`src/rtl/module_medidor_periodo.sv`:
```
// module_medidor_periodo: measures the edge-to-edge spacing of an asynchronous square wave
// in clk cycles, with a one-cycle valid strobe and a stall timeout.
module module_medidor_periodo #(
   parameter int WIDTH       = 16,
   parameter int SYNC_STAGES = 2
) (
   input  logic             clk,
   input  logic             rst,
   input  logic             sig_in,
   input  logic             enable,
   output logic [WIDTH-1:0] half_prd,
   output logic             prd_valid,
   output logic             timeout,
   output logic             level
);
   typedef enum logic [1:0] {IDLE, ARM, MEASURE} state_e;
   localparam logic [WIDTH-1:0] CMAX = '1;
   localparam logic [WIDTH-1:0] ONE  = {{(WIDTH-1){1'b0}}, 1'b1};
   state_e                 state_q, state_d;
   logic [SYNC_STAGES-1:0] sync_q;
   logic                   prev_q;
   logic                   edge_w;
   logic [WIDTH-1:0]       cnt_q, cnt_d;
   logic [WIDTH-1:0]       half_prd_q, half_prd_d;
   logic                   prd_valid_q, prd_valid_d;
   logic                   timeout_q, timeout_d;
   always_ff @(posedge clk) begin
      if (rst) begin
         sync_q <= '0;
         prev_q <= 1'b0;
      end else begin
         sync_q <= {sync_q[SYNC_STAGES-2:0], sig_in};
         prev_q <= sync_q[SYNC_STAGES-1];
      end
   end
   assign level  = sync_q[SYNC_STAGES-1];
   assign edge_w = level ^ prev_q;
   always_ff @(posedge clk) begin
      if (rst) begin
         state_q     <= IDLE;
         cnt_q       <= '0;
         half_prd_q  <= '0;
         prd_valid_q <= 1'b0;
         timeout_q   <= 1'b0;
      end else begin
         state_q     <= state_d;
         cnt_q       <= cnt_d;
         half_prd_q  <= half_prd_d;
         prd_valid_q <= prd_valid_d;
         timeout_q   <= timeout_d;
      end
   end
   always_comb begin
      state_d = state_q;
      if (!enable) state_d = IDLE;
      else if (state_q == IDLE) state_d = ARM;
      else if (state_q == ARM) state_d = edge_w ? MEASURE : ARM;
      else state_d = (!edge_w && cnt_q == CMAX) ? ARM : MEASURE;
   end
   // an edge coinciding with a saturated counter still counts as a measurement
   always_comb begin
      cnt_d       = cnt_q;
      half_prd_d  = half_prd_q;
      prd_valid_d = 1'b0;
      timeout_d   = timeout_q;
      if (!enable) begin
         cnt_d     = '0;
         timeout_d = 1'b0;
      end else if (state_q == IDLE) begin
         cnt_d = '0;
      end else if (state_q == ARM) begin
         cnt_d = edge_w ? ONE : cnt_q;
      end else if (edge_w) begin
         half_prd_d  = cnt_q;
         prd_valid_d = 1'b1;
         timeout_d   = 1'b0;
         cnt_d       = ONE;
      end else if (cnt_q == CMAX) begin
         timeout_d = 1'b1;
         cnt_d     = '0;
      end else begin
         cnt_d = cnt_q + ONE;
      end
   end
   assign half_prd  = half_prd_q;
   assign prd_valid = prd_valid_q;
   assign timeout   = timeout_q;
endmodule

```
`config.mk`:
```
export PLATFORM = sky130hd
export DESIGN_NAME = module_medidor_periodo
export DESIGN_NICKNAME = d
export VERILOG_FILES = /design/src/rtl/module_medidor_periodo.sv
export SDC_FILE = /design/constraint.sdc
export NUM_CORES = 1
export LEC_CHECK = 0
export ABC_AREA = 1
export BUFFER_PORTS_ARGS = -buffer_cell sky130_fd_sc_hd__buf_2
export CORE_MARGIN = 2
export CORE_UTILIZATION = 54
export DETAILED_ROUTE_END_ITERATION = 7
export GPL_ROUTABILITY_DRIVEN = 0
export HOLD_SLACK_MARGIN = 0.15
export PLACE_DENSITY = 0.72
export SYNTH_ARGS = -nofsm -noshare
export SYNTH_HDL_FRONTEND = slang
export SYNTH_SLANG_ARGS = --single-unit
```
`constraint.sdc`:
```
create_clock -name clk -period 2.8 [get_ports clk]
set_input_delay 0.28 -clock clk [delete_from_list [all_inputs] [get_ports clk]]
set_output_delay 0.28 -clock clk [all_outputs]
set_load 0.005 [all_outputs]
```
==> impl_results.md <==
* Clock root buffer master: clkbuf_4
* Initial antenna violation count at 0
* Max VDD drop at 0.458 mV
* I/O pin cnt at 23
* Fillers at 343
* Seq. cell area at 781 um2
* Slew @ Worst Pin at 1.21 ns
* Pre-Repair DR Iteration Count at 4
* Nets at 288
* Final hold viol count at 0
* DP HPWL at 2950 um
* Post-CTS sizing at 0
* Internal power at 851 uW
* Final Max Slew Viols at 0
* Final TNS setup at 0 ns
* Arrival time worst endpoint at 2.07 ns
* Worst EP required at 3.06 ns
* Status: finished clean
* Flops & latches, synth at 39
* Skew final at 0.0154 ns
* Post-synthesis sequential area ratio at 41.2%
* Clk pin slew, worst setup/hold paths at 0.12 ns
* Total GRT Usage at 23.8%
* Clock Path Buffers at 2
* Comb pwr share at 5.2%
* DR DRC count at 0
* Via count at 1786
* Seq pwr share at 51.8%
* Crit path time final at 1.81 ns
* Synthesis Warnings at 0
* P&R area growth vs syn at 11.6%
* CP Class: reg2reg
* Core ar. at 3360 um2
* Cell Area, Synth at 1890 um2
* Synth Instances at 263
* Number of diodes at 0
* Drt wl/cell at 12.8 um
* Vias per cell at 5.41
* CP startpoint kind: flop
* Port Buffers at 22
* Setup Buffers After CTS at 0
* Total routed wirelength at 4220 um
* Die Width at 63.2 um
* DP Cell Count at 321
* Setup crit end kind: flop
* Post-Syn Area per Cell at 7.20 um2
* Clock Power Share at 43.0%
* Post-cts hold buffer count at 1
* Finished Cell Area at 2110 um2
* Die Y at 63.2 um
* H-tree lvl count at 2
* First-pass GRT wire length at 7600 um
* RSZ-0062 raised after global routing: false
* Sw Ratio at 21.5%
* Final cell count without fillers at 330
* Max Cap Viol at 0
* Die ar. at 4000 um2
* Largest net degree at the start of global routing at 23
* Vias in the first global route at 1625
* Detailed Route Iter0 Violations at 110
* Critical path peak fanout at 22
* GRT Residual Overflow at 0
* Psw at 233 uW
* Pwr Total at 1080 uW
* Starting Density at 56.3%
* Leak at 0.000765 uW
* Max Clock Freq at 0.552 GHz
* Power Density at 513 nW/um2
* Hold Path Class: in2reg
* Post-DP Area at 2000 um2
* Rel. slew slack at 19.0%
* Antenna-violating nets left at 0
* Period utilisation layout at 64.7%
* Share of cells above drive strength 1 at 18.3%
* Row cnt at 21
* Num CTS Buffers at 5
* Final setup fails at 0
* Clk Latency, worst-skew pair at 0.35 ns
* Sink Count at 39
* CTS tree: done
* Mapped Nets at 268
* Post-synth cell types at 24
* Multi-input logic area at 952 um2
worst max-delay path, cell delays in order, from the launching register on:
cell      delay, ns
dfxtp_1        0.31
buf_4          0.20
o21ai_1        0.94
o21bai_1       0.23
a21oi_1        0.05
metrics by stage:
step	utilization (%)	setup slack, ns	hold WS, ns
detailed placement	59.5	0.975	0.403
finish	62.8	0.989	0.300
global route	62.8	0.806	0.306
CTS	62.8	0.984	0.297
global placement	59.5	0.976	0.393
floorplan	-	1.45	0.387
flip-flops by register name, summed over array words and instances (netlist names):
| register | cells |
|---|---|
| sync_q | 2 |
| half_prd | 16 |
| state_q | 2 |
| timeout | 1 |
| cnt_q | 16 |
| prev_q | 1 |
| prd_valid | 1 |
cells in the final DEF, fill, tap and decap left out, types with 2 or more instances in the layout:
master and count:
nand2_1 58, dfxtp_1 39, a21oi_1 32, nor2_1 27, nand4_1 22, buf_2 22, inv_1 21, nand3_1 17
nor2_2 7, nand2_2 5, clkbuf_4 5, xnor2_1 4, nor2_4 3, o21ai_1 3, nand3_2 2, inv_2 2
nor3_1 2, o21ai_0 2, bufinv_16 2, buf_4 2
power groups by stage:
stage / registers (uW) / clock network [uW] / logic (uW)
after detailed placement: 574 / 0 / 54.6
after global placement: 574 / 0 / 54.8
final: 561 / 466 / 56.4
after floorplan: 574 / 0 / 47.5
after global routing: 562 / 495 / 63.9
after CTS: 561 / 473 / 56.2
path summary, 6_finish.rpt:
check	startpoint	endpoint	slack, ns	cells past startpoint
max	state_q[1]	cnt_q[3]	0.99	4
min	rst	prev_q	0.30	2
max reg2reg	state_q[1]	cnt_q[3]	0.99	4
min reg2reg	sync_q[0]	sync_q[1]	0.42	2
cell type report:
class / count / area share [%]
multi-input cells: 189 / 45.1
clock buffers: 6 / 1.95
well taps: 46 / 2.72
inverters: 23 / 4.09
flip-flops and latches: 39 / 36.9
clock inverters: 2 / 2.84
repair buffers: 25 / 6.39
synth_stat cells:
master / n / area share, %
a21oi_1: 32 / 8.5
ha_1: 1 / 0.66
nand2_1: 58 / 11
buf_6: 3 / 1.8
o21bai_1: 1 / 0.40
nor3_1: 2 / 0.53
buf_2: 6 / 1.6
xnor2_1: 4 / 1.8
nor2_1: 27 / 5.4
nand3_1: 17 / 4.5
inv_2: 2 / 0.40
nor2_2: 7 / 2.3
or2_2: 1 / 0.33
nand2_2: 5 / 1.7
xor2_2: 1 / 0.86
o21ai_0: 2 / 0.53
inv_1: 21 / 4.2
dfxtp_1: 39 / 41
nor2_4: 3 / 1.8
clkbuf_1: 3 / 0.59
xor2_1: 1 / 0.46
nand3_2: 2 / 1.1
o21ai_1: 3 / 0.79
nand4_1: 22 / 7.3
logic make-up (layout without fill, tap and decap cells):
logic type	Yosys count	after routing	synth area share (%)
AOI/OAI and AO/OA	38	38	10.2
xor gates and xnor gates	6	6	3.17
adders and majority gates	1	1	0.660
buffers and inverters	35	56	8.52
DFF	39	39	41.2
and+or+nand+nor	144	144	36.3
layer usage:
metal  global-route usage, %  part of all wire [%]  vias to the layer above
met4                    9.24                   2.0                        0
li1                        -                     -                      905
met5                       0                     0                        -
met3                    5.54                   5.1                        9
met2                    38.8                    48                       50
met1                    30.6                    44                      822
No activity file was read; power rests on OpenSTA's default activity.
